## src/rtl/fetch_sequencer.sv

```systemverilog
// fetch_sequencer: owns the program counter, reads a combinational instruction
// ROM and queues each {pc, instruction} pair in a 2-entry fetch buffer. The
// buffer head goes to decode over a valid/ready handshake. The block also
// handles redirects from execute and stops fetching at the halt opcode.
//
// Optional build macro FETCH_PERF_CNT_EN adds saturating performance counters
// fetch_cnt (instructions accepted by decode) and flush_cnt (redirects that
// threw away at least one buffered instruction).
module fetch_sequencer #(
  parameter int              PC_W     = 16,
  parameter int              INST_W   = 9,
  parameter logic [PC_W-1:0] RESET_PC = '0,
  parameter logic [4:0]      HALT_OP  = 5'b11010
) (
  input  logic              clk,
  input  logic              rst,
  input  logic              start,
  output logic [PC_W-1:0]   pc,
  input  logic [INST_W-1:0] rom_inst,
  input  logic              redir_valid,
  input  logic [PC_W-1:0]   redir_pc,
  output logic              inst_valid,
  output logic [INST_W-1:0] inst,
  output logic [PC_W-1:0]   inst_pc,
  input  logic              inst_ready,
  output logic              halted,
`ifdef FETCH_PERF_CNT_EN
  output logic [31:0]       fetch_cnt,
  output logic [15:0]       flush_cnt,
`endif
  output logic              busy
);

  typedef enum logic [1:0] {
    IDLE,
    RUN,
    DRAIN,
    HALTED
  } state_t;

  state_t            state;
  logic [1:0]        count;      // occupied buffer entries, 0..2
  logic [INST_W-1:0] tail_inst;  // second entry; the head lives in inst/inst_pc
  logic [PC_W-1:0]   tail_pc;

  logic       active;
  logic       redir;
  logic       pop;
  logic       push;
  logic       halt_word;
  logic       head_gets_new;
  logic [1:0] count_next;

  // Handshake and buffer bookkeeping shared by the FSM and the counters.
  assign active     = (state == RUN) || (state == DRAIN);
  assign redir      = redir_valid && active;
  assign inst_valid = (count != 2'd0);
  assign pop        = inst_valid && inst_ready;
  // A full buffer can still take a word when the head leaves in the same cycle.
  assign push       = (state == RUN) && !redir && ((count != 2'd2) || pop);
  assign halt_word  = (rom_inst[INST_W-1 -: 5] == HALT_OP);
  assign count_next = count + {1'b0, push} - {1'b0, pop};
  // The new word lands in the head slot whenever the head is empty after the pop.
  assign head_gets_new = (count == 2'd0) || ((count == 2'd1) && pop);

  // Fetch FSM, program counter, buffer storage and registered status outputs.
  // NOTE: every register here uses non-blocking assignment so that all of them
  // update from the same pre-edge values; blocking would make the buffer shift
  // and the push order-dependent.
  always_ff @(posedge clk or posedge rst) begin
    if (rst) begin
      state     <= IDLE;
      pc        <= RESET_PC;
      count     <= 2'd0;
      inst      <= '0;
      inst_pc   <= '0;
      // NOTE: the tail entry is reset as well; it is only two words, and a
      // defined value keeps reset behaviour identical in simulation and silicon.
      tail_inst <= '0;
      tail_pc   <= '0;
      halted    <= 1'b0;
      busy      <= 1'b0;
    end else begin
      case (state)
        IDLE, HALTED: begin
          if (start) begin
            state  <= RUN;
            pc     <= RESET_PC;
            halted <= 1'b0;
            busy   <= 1'b1;
          end
        end

        RUN, DRAIN: begin
          if (redir) begin
            // Redirect wins over everything: drop the buffer, including any
            // head decode is taking this cycle, and restart at the target.
            state <= RUN;
            count <= 2'd0;
            pc    <= redir_pc;
          end else begin
            count <= count_next;
            if (pop && (count == 2'd2)) begin
              inst    <= tail_inst;
              inst_pc <= tail_pc;
            end
            if (push) begin
              if (head_gets_new) begin
                inst    <= rom_inst;
                inst_pc <= pc;
              end else begin
                tail_inst <= rom_inst;
                tail_pc   <= pc;
              end
              // The halt word is buffered but pc stays on it.
              if (halt_word) begin
                state <= DRAIN;
              end else begin
                pc <= pc + PC_W'(1);
              end
            end
            // Only pops happen in DRAIN, so the last pop ends the program.
            if ((state == DRAIN) && (count_next == 2'd0)) begin
              state  <= HALTED;
              halted <= 1'b1;
              busy   <= 1'b0;
            end
          end
        end

        default: state <= IDLE;
      endcase
    end
  end

`ifdef FETCH_PERF_CNT_EN
  // Saturating counters of accepted instructions and of flushing redirects.
  always_ff @(posedge clk or posedge rst) begin
    if (rst) begin
      fetch_cnt <= '0;
      flush_cnt <= '0;
    end else if (start && !active) begin
      fetch_cnt <= '0;
      flush_cnt <= '0;
    end else begin
      if (pop && !redir && (fetch_cnt != '1)) begin
        fetch_cnt <= fetch_cnt + 32'd1;
      end
      if (redir && inst_valid && (flush_cnt != '1)) begin
        flush_cnt <= flush_cnt + 16'd1;
      end
    end
  end
`else
  // Performance counters are not built in this configuration.
`endif

endmodule
```

## config.mk

```make
export PLATFORM = sky130hd
export DESIGN_NAME = fetch_sequencer
export DESIGN_NICKNAME = d
export VERILOG_FILES = /design/src/rtl/fetch_sequencer.sv
export SDC_FILE = /design/constraint.sdc
export NUM_CORES = 1
export LEC_CHECK = 0
export ABC_AREA = 1
export CORE_AREA = 8 8 80 135
export DETAILED_ROUTE_END_ITERATION = 8
export DIE_AREA = 0 0 88 143
export PLACE_DENSITY = 0.79
export SLEW_MARGIN = 30
export SYNTH_ARGS = -nofsm -noshare
export SYNTH_HDL_FRONTEND = slang
export SYNTH_SLANG_ARGS = --single-unit
```

## constraint.sdc

```tcl
create_clock -name clk -period 2.9 [get_ports clk]
set_input_delay 0.58 -clock clk [delete_from_list [all_inputs] [get_ports clk]]
set_output_delay 0.58 -clock clk [all_outputs]
set_load 0.01 [all_outputs]
```

==> impl_metrics.env <==
export IMPL_finalCritPeriodShare_pct=84.79
export IMPL_initial_utilization_pct=43.76
export IMPL_root_buffer="clkbuf_16"
export IMPL_ff2ff_path_depth=14
export IMPL_maxCapViolCount=0
export IMPL_syn_nets=537
export IMPL_die_area_sq_mm=0.01258
export IMPL_chipHeight_um=143
export IMPL_critPathKind="in2reg"
export IMPL_worstHoldPathCells=2
export IMPL_worstPathRequired_ns=3.12
export IMPL_drt_iter0_drc=246
export IMPL_avgViaCountPerCell=5.307
export IMPL_worstSetupStartpointType="input port"
export IMPL_postRouteAntennaNets=0
export IMPL_die_w_um=88
export IMPL_arrival_ns=2.68
export IMPL_hold_viol_final=0
export IMPL_h_tree_depth=3
export IMPL_place_port_buffers=73
export IMPL_rr_endpoint="state[0]"
export IMPL_slew_headroom_pct=73.17
export IMPL_ys_types=31
export IMPL_route_detailed_drc=0
export IMPL_gp_congestion=0.8738
export IMPL_grt_max_degree=73
export IMPL_p_sw_mw=2.390
export IMPL_first_pass_iters=5
export IMPL_clkTransAtPathRegs_ns=0.05
export IMPL_grt_pass1_wl_um=17370
export IMPL_clkPwrFrac_pct=20.5
export IMPL_via_count=3715
export IMPL_cts_tree="built"
export IMPL_track_usage_pct=17.55
export IMPL_hold_start="tail_pc[9]"
export IMPL_syn_mean_instance_area_sq_um=7.776
export IMPL_ys_warnings_count=0
export IMPL_setup_tns_final_ns=0
export IMPL_fillers=817
export IMPL_rsz0062_at_grt="false"
export IMPL_cts_buffers_inserted=9
export IMPL_fin_cells=700
export IMPL_synth_seq_cells=72
export IMPL_setup_viol=0
export IMPL_clk_insertion_delay_late_ns=0.34
export IMPL_dp_cells=684
export IMPL_slew_violations=0
export IMPL_post_cts_repair_setup_buffers=0
export IMPL_drive_above_1_share_pct=8.276
export IMPL_p_per_area_mw_per_mm2=1151
export IMPL_rr_startpoint="state[1]"
export IMPL_syn_inst=502
export IMPL_p_leak_nw=2.301
export IMPL_clock_sinks=72
export IMPL_fin_ws_ns=0.4410
export IMPL_critPathMaxFanout=8
export IMPL_power_frac_comb_pct=48.2
export IMPL_fin_skew_ns=0.005548
export IMPL_dpl_worst_slack_ns=0.1584
export IMPL_min_to="tail_pc[9]"
export IMPL_status="complete, no violations"
export IMPL_clockBufferDepth=2
export IMPL_cts_hold_buf=0
export IMPL_rows=46
export IMPL_timing_fmax_ghz=0.4067
export IMPL_report_power_total_mw=5.800
export IMPL_antenna_cells=0
export IMPL_grt_pass1_vias=3770
export IMPL_peakVddDrop_mv=0.5680
export IMPL_finalCriticalPeriod_ns=2.459
export IMPL_antenna_found_initial=0
export IMPL_seq_power_share_pct=31.3
export IMPL_syn_cell_area_sq_mm=0.003904
export IMPL_worst_pin_slew_ns=0.4014
export IMPL_r2r_slack_ns=0.61
export IMPL_layout_nets=610
export IMPL_io_pins=74
export IMPL_hp_class="reg2reg"
export IMPL_p_sw_share_pct=41.20
export IMPL_overflow=0
export IMPL_hpwl_um=7520
export IMPL_core_area_sq_mm=0.008921
export IMPL_wl_um=10590
export IMPL_area_growth_pct=29.07
export IMPL_seq_area_frac_synth_pct=46.15
export IMPL_post_drt_wl_per_cell_um=15.13
export IMPL_post_cts_resize_count=0
export IMPL_end_kind="flip-flop"
export IMPL_internal_power_mw=3.410
## cells in the final DEF, fill, tap and decap left out
| cell | instances |
|---|---|
| nand2_2 | 1 |
| nand3_4 | 3 |
| buf_4 | 8 |
| inv_2 | 5 |
| nand3_1 | 23 |
| clkbuf_16 | 9 |
| o31ai_1 | 1 |
| mux2_2 | 5 |
| or2_2 | 1 |
| clkbuf_8 | 1 |
| buf_12 | 1 |
| nand3_2 | 1 |
| nand2_4 | 2 |
| o21ai_0 | 57 |
| a41oi_1 | 5 |
| clkdlybuf4s50_1 | 73 |
| nor3_1 | 3 |
| inv_4 | 1 |
| nand4_1 | 4 |
| a22o_1 | 1 |
| nor2_1 | 78 |
| a21oi_4 | 1 |
| o21ai_1 | 7 |
| o21ai_2 | 2 |
| a21oi_1 | 53 |
| nor2_4 | 2 |
| a21oi_2 | 2 |
| ha_1 | 5 |
| nand2_1 | 107 |
| dfrtp_1 | 72 |
| bufinv_16 | 2 |
| inv_1 | 40 |
| clkinv_2 | 1 |
| clkbuf_1 | 3 |
## metal layers
metal,track usage (%),share of wire [%]
met5,0,0
met4,9.854,2.3
met3,3.972,5.3
met2,30.00,52
met1,19.20,41
## critical path: stages
cell and delay (ns):
clkdlybuf4s50_1 0.48, inv_1 0.11, nand3_4 0.16, nand2_4 0.08
ha_1 0.27, inv_1 0.04, ha_1 0.28, nor2_1 0.11
nand3_1 0.16, nand3_1 0.18, nand2_1 0.10, nand2_1 0.08
nand2_1 0.06
## kinds of logic (layout without fill, tap and decap cells)
group	after synthesis	in the layout	synth area share (%)
compound gates	129	129	17.85
flops	72	72	46.15
buf+inv	66	144	8.109
mux	5	5	1.442
fa+ha+maj	5	5	1.603
simple gates	225	225	24.84
## worst max path at each step
stage                           from       end  slack (ns)  cells past startpoint
after CTS                 inst_ready  state[0]        0.50                     13
after detailed placement  inst_ready  state[0]        0.16                     13
final                     inst_ready  state[0]        0.44                     13
after floorplan                  rst      busy        0.50                      1
after global placement    inst_ready    halted        0.27                     13
after global routing      inst_ready    halted        0.25                     13
## stage by stage
| step | util, % | cell area [sq um] | hold slack (ns) |
|---|---|---|---|
| finish | 56.48 | 5039 | 0.4809 |
| global route | 56.48 | 5039 | 0.5085 |
| CTS | 56.48 | 5039 | 0.4818 |
| detailed placement | 52.95 | 4723 | 0.4672 |
| global placement | 52.95 | 4723 | 0.4605 |
| floorplan | - | 3904 | 0.4479 |
## state kept, by name, indices dropped and copies added (netlist names)
signal	flops
halted	1
inst_pc	16
pc	16
tail_pc	16
inst	9
count	2
busy	1
state	2
tail_inst	9
## cell type report
cell class                      instances  area, sq um  area share [%]
Inverter                               46        175.2           3.477
Tap cell                              120        150.1           2.980
Timing Repair Buffer                   82        810.8           16.09
Clock buffer                           13        250.2           4.966
Multi-Input combinational cell        364         1785           35.44
Sequential cell                        72         1802           35.76
Clock inverter                          3        65.06           1.291
## synth_stat cells (all sizes together)
cell type / number / area, sq um
nand2: 110 / 430.4
nor2: 80 / 315.3
dfrtp: 72 / 1802
o21ai: 66 / 337.8
a21oi: 56 / 299.0
inv: 46 / 175.2
nand3: 27 / 177.7
buf: 13 / 112.6
clkbuf: 7 / 28.78
a41oi: 5 / 43.79
ha: 5 / 62.56
mux2: 5 / 56.30
nand4: 4 / 25.02
nor3: 3 / 15.01
a22o: 1 / 8.760
o31ai: 1 / 7.510
or2: 1 / 6.260
## power groups by stage
stage               Sequential, mW  Combinational (mW)  Clock, mW
floorplan                     1.87                1.67          0
global route                  1.87                3.11       1.24
detailed placement            1.82                2.79          0
global placement              1.81                2.72          0
CTS                           1.81                2.80       1.20
finish                        1.82                2.79       1.19
(Power assumes the default switching activity.)
==> patch 1: new RTL, same settings <==
`INST_W`: 9 -> 13.
--- a/src/rtl/fetch_sequencer.sv
+++ b/src/rtl/fetch_sequencer.sv
@@ -9,5 +9,5 @@
 module fetch_sequencer #(
   parameter int              PC_W     = 16,
-  parameter int              INST_W   = 9,
+  parameter int              INST_W   = 13,
   parameter logic [PC_W-1:0] RESET_PC = '0,
   parameter logic [4:0]      HALT_OP  = 5'b11010
Ports: changed (resized inst and rom_inst); port bits go from 74 to 82. The function was not compared with the original's and may differ.
==> patch 1 against the original RTL <==
- sequential cell count rose by 8
- die area is the same
- clock skew grew 0.0022 ns
- wire length is 13% higher
- power grew 5.2%
- synthesized area rose by 7.9%
- highest routed layer unchanged
- critical path type unchanged
- cell area rose by 7.6%
- setup slack better by 0.20 ns
==> patch 1: results <==
[status]
run_status = complete, no violations

[power_and_ir_drop]
peakVddDrop_uv = 714
p_leak_nw = 2.49
p_clk_w = 0.00110
power.share.switching_pct = 41.2
powerComb_w = 0.00295

[finish]
regArea_mm2 = 0.00200
drive_above_1_share_pct = 10.5
nonClkBufAreaFrac_pct = 17.4
n_fill_cell = 775
stdcell_area_mm2 = 0.00542
clk_share_pct = 5.40
n_antenna_cell = 0
inv_count = 42
fin_nets = 623
multi_input_area_mm2 = 0.00187
multi_input_gates = 354

[synthesis]
synthTopCellsByCount = nand2_1 (89), dfrtp_1 (80), a21oi_1 (63)
synth_cell_type_count = 32
synth_nets = 545
syn_avg_cell_area_um2 = 8.32

[route]
wl_per_cell_um = 16.9
drt-initial-drc-count = 309
vias = 3963

[grt]
grt_pass1_wl_um = 19600

[place]
dpl.hpwl_um = 8530
place_congestion = 0.940

[sta]
relSlewSlack_pct = 55.1
clock_skew_ns = 0.00776
hold_ws_ns = 0.479

[worst_setup_path]
critPathMaxFanout = 3
cp.arrival_ns = 2.49
## patch 1: cell count changes after synthesis, sizes merged, moves of 2 or more
cell / unedited run / this run
nor2: 80 / 46
a31oi: 0 / 29
nand2: 110 / 96
buf: 13 / 23
mux2: 5 / 14
a21oi: 56 / 64
dfrtp: 72 / 80
nand3: 27 / 21
a41oi: 5 / 0
inv: 46 / 42
xor2: 0 / 2
## patch 1: worst min-delay path: cells and delay by family (launching register included)
kind | cells | cell delay (ns)
compound gates | 1 | 0.06
simple gates | 1 | 0.05
flops | 1 | 0.33
## patch 1: kinds of logic after synthesis
family	count (synthesis)	share of synthesized area, %
simple gates	170	17.1
compound gates	162	20.6
flops	80	47.5
buf+inv	72	7.96
mux	14	4.63
fa+ha+maj	5	1.49
xor+xnor	3	0.624
## patch 1: per-stage QoR
stage | std cells | total power, W | worst slack (ns)
final | 708 | 0.00610 | 0.637
after floorplan | 506 | 0.00377 | 0.268
after global routing | 708 | 0.00654 | 0.461
after CTS | 708 | 0.00611 | 0.638
after detailed placement | 693 | 0.00499 | 0.284
after global placement | 693 | 0.00489 | 0.372
## patch 1: path summary, 6_finish.rpt
| check | start | depth (start not counted) | end |
|---|---|---|---|
| min in group asynchronous | rst | 2 | tail_inst[2] |
| hold / removal | tail_pc[13] | 2 | tail_pc[13] |
| setup / recovery | inst_ready | 13 | state[1] |
| max in group asynchronous | rst | 3 | pc[11] |
| hold reg to reg | tail_pc[13] | 2 | tail_pc[13] |
| setup reg to reg | state[1] | 14 | state[1] |
## patch 1: per-layer routing
layer / up-vias / track usage, % / share of wire [%]
met5: - / 0 / 0
met1: 1899 / 22.8 / 39
met2: 171 / 34.5 / 52
li1: 1869 / - / -
met3: 24 / 3.63 / 6.3
met4: 0 / 9.49 / 3.0
==> patch 2: new RTL, config.mk and constraints unchanged <==
Made on the original files. Encoding of `state_t`: now one-hot (4 bits for 4 states).
--- a/src/rtl/fetch_sequencer.sv
+++ b/src/rtl/fetch_sequencer.sv
@@ -32,9 +32,9 @@
 );
 
-  typedef enum logic [1:0] {
-    IDLE,
-    RUN,
-    DRAIN,
-    HALTED
+  typedef enum logic [3:0] {
+    IDLE   = 4'b0001,
+    RUN    = 4'b0010,
+    DRAIN  = 4'b0100,
+    HALTED = 4'b1000
   } state_t;
 
Function: same outputs for any inputs over 4 cycles, from zero or initial values and one cycle with rst high; so few cycles prove little.
==> patch 2 against the original RTL <==
- power is 22% lower
- critical path depth is 6 higher
- register-to-register slack worse by 0.14 ns
- fmax is 2.4% lower
- setup slack worse by 0.060 ns
- cell area is 6.5% higher
- clock skew is 0.00083 ns higher
- global-route usage is 1.9 points higher
- core utilization is 3.7 points higher
- clock power is 12% lower
- synthesized area is 9.6% higher
- sequential cell count is 2 higher
- wire length is 11% higher
- largest power group unchanged
==> patch 2: results <==
[status]
run_status = complete, no violations

[grt]
met3_usage_pct = 4.32
grt_max_degree = 40
grt_use_met1_pct = 21.9
grt_use_met2_pct = 33.5
antenna_found_initial = 0
grt_pass1_vias = 3987
grt_usage_pct = 19.4
grt_pass1_wl_um = 19300

[synthesis]
synth_seq_area_share_pct = 43.3
synth_nets = 607
synth_cell_type_count = 31
async_reset_ff_share_pct = 100
synth_ff_type = dfrtp_1
synth_area_leaders = dfrtp_1 (43%), nand2_1 (19%), nand3_1 (11%)
synthTopCellsByCount = nand2_1 (214), nand3_1 (90), dfrtp_1 (73)
yosysWarningCount = 0
synth_cells = 574

[clock_network]
cts_buffer_depth = 2
post_cts_resized = 0
cts.repair_timing.setup_buffer_count = 0
h-tree-depth = 3
clkTransAtPathRegs_ns = 0.06
cts_buffers = 9
root_buffer = clkbuf_16
clk_latency_ns = 0.33

[route]
firstDrtPassIters = 5
routed_wl_um = 11800
vias = 4134
drt-initial-drc-count = 333
via_per_inst = 5.38

[worst_setup_path]
reg2reg_setup_slack_ns = 0.47
critPathMaxFanout = 4
cp.arrival_ns = 2.74

[place]
place_congestion = 0.941
pre_cts_slack_ns = 0.0504
numPortBuffers = 73
dpl.hpwl_um = 8490
placed_cells = 752

[sta]
hold_ws_ns = 0.478
final.period_utilization_pct = 86.9
clock_skew_ns = 0.00638
relSlewSlack_pct = 50.4

[finish]
n_antenna_cell = 0
top_regs = inst_pc (16), pc (16), tail_pc (16)
fin_nets = 676
drive_above_1_share_pct = 9.41

[power_and_ir_drop]
p_leak_nw = 2.64
peakVddDrop_uv = 553

[min_path]
hp-class = reg2reg
## patch 2: cell families (layout without fill, tap and decap cells)
| group | Yosys count | count (layout) | share of synthesized area (%) |
|---|---|---|---|
| flip-flops | 74 | 74 | 43.3 |
| AND/OR/NAND/NOR | 361 | 361 | 37.2 |
| buffers and inverters | 74 | 148 | 9.30 |
| AO/OA/AOI/OAI | 59 | 59 | 8.74 |
| adder cells (fa/ha/maj) | 3 | 3 | 0.877 |
| XOR/XNOR | 3 | 3 | 0.614 |
## patch 2: power by group
| part | internal [W] | switching [W] |
|---|---|---|
| registers | 0.00133 | 0.000272 |
| logic | 0.000759 | 0.00112 |
| clock network | 0.000647 | 0.000403 |
| total | 0.00274 | 0.00179 |
## patch 2: through the flow
stage | area [um^2] | util (%) | total power (W)
after global placement | 5080 | 57.0 | 0.00341
final | 5370 | 60.2 | 0.00453
after global routing | 5370 | 60.2 | 0.00482
after floorplan | 4280 | - | 0.00289
after CTS | 5370 | 60.2 | 0.00456
after detailed placement | 5080 | 57.0 | 0.00348
## patch 2: worst paths after layout
check / startpoint / to / cells after the start
worst max register to register: state[3] / state[2] / 19
worst min-delay path: tail_inst[6] / tail_inst[6] / 2
max in group asynchronous: rst / state[0] / 3
worst min register to register: tail_inst[6] / tail_inst[6] / 2
worst max-delay path: inst_ready / state[2] / 19
min in group asynchronous: rst / inst[8] / 2
## patch 2: final cells by class
| cell class | count | area [um^2] |
|---|---|---|
| fillers | 795 | 3550 |
| multi-input cells | 426 | 2030 |
| flip-flops and latches | 74 | 1850 |
| repair buffers | 88 | 881 |
| clock buffers | 14 | 274 |
| inverters | 44 | 170 |
| well taps | 120 | 150 |
| clock inverters | 2 | 10.0 |
## patch 2: critical path, cell delays in order
cell	delay, ns
clkdlybuf4s50_1	0.48
inv_1	0.06
nand2_2	0.08
nand2_2	0.08
nor2_4	0.10
inv_1	0.05
ha_1	0.26
inv_1	0.04
ha_1	0.19
inv_1	0.06
nand2_1	0.05
nand2_1	0.06
nand2_1	0.04
nand2_1	0.09
nand3_1	0.12
nand3_1	0.14
nand2_1	0.12
nand2_1	0.07
nand2_1	0.05
## patch 2: per-layer routing
| metal | vias up | wire [um] |
|---|---|---|
| li1 | 2011 | - |
| met1 | 1955 | 4680 |
| met2 | 146 | 6100 |
| met3 | 22 | 732 |
| met4 | 0 | 241 |
| met5 | - | 0 |
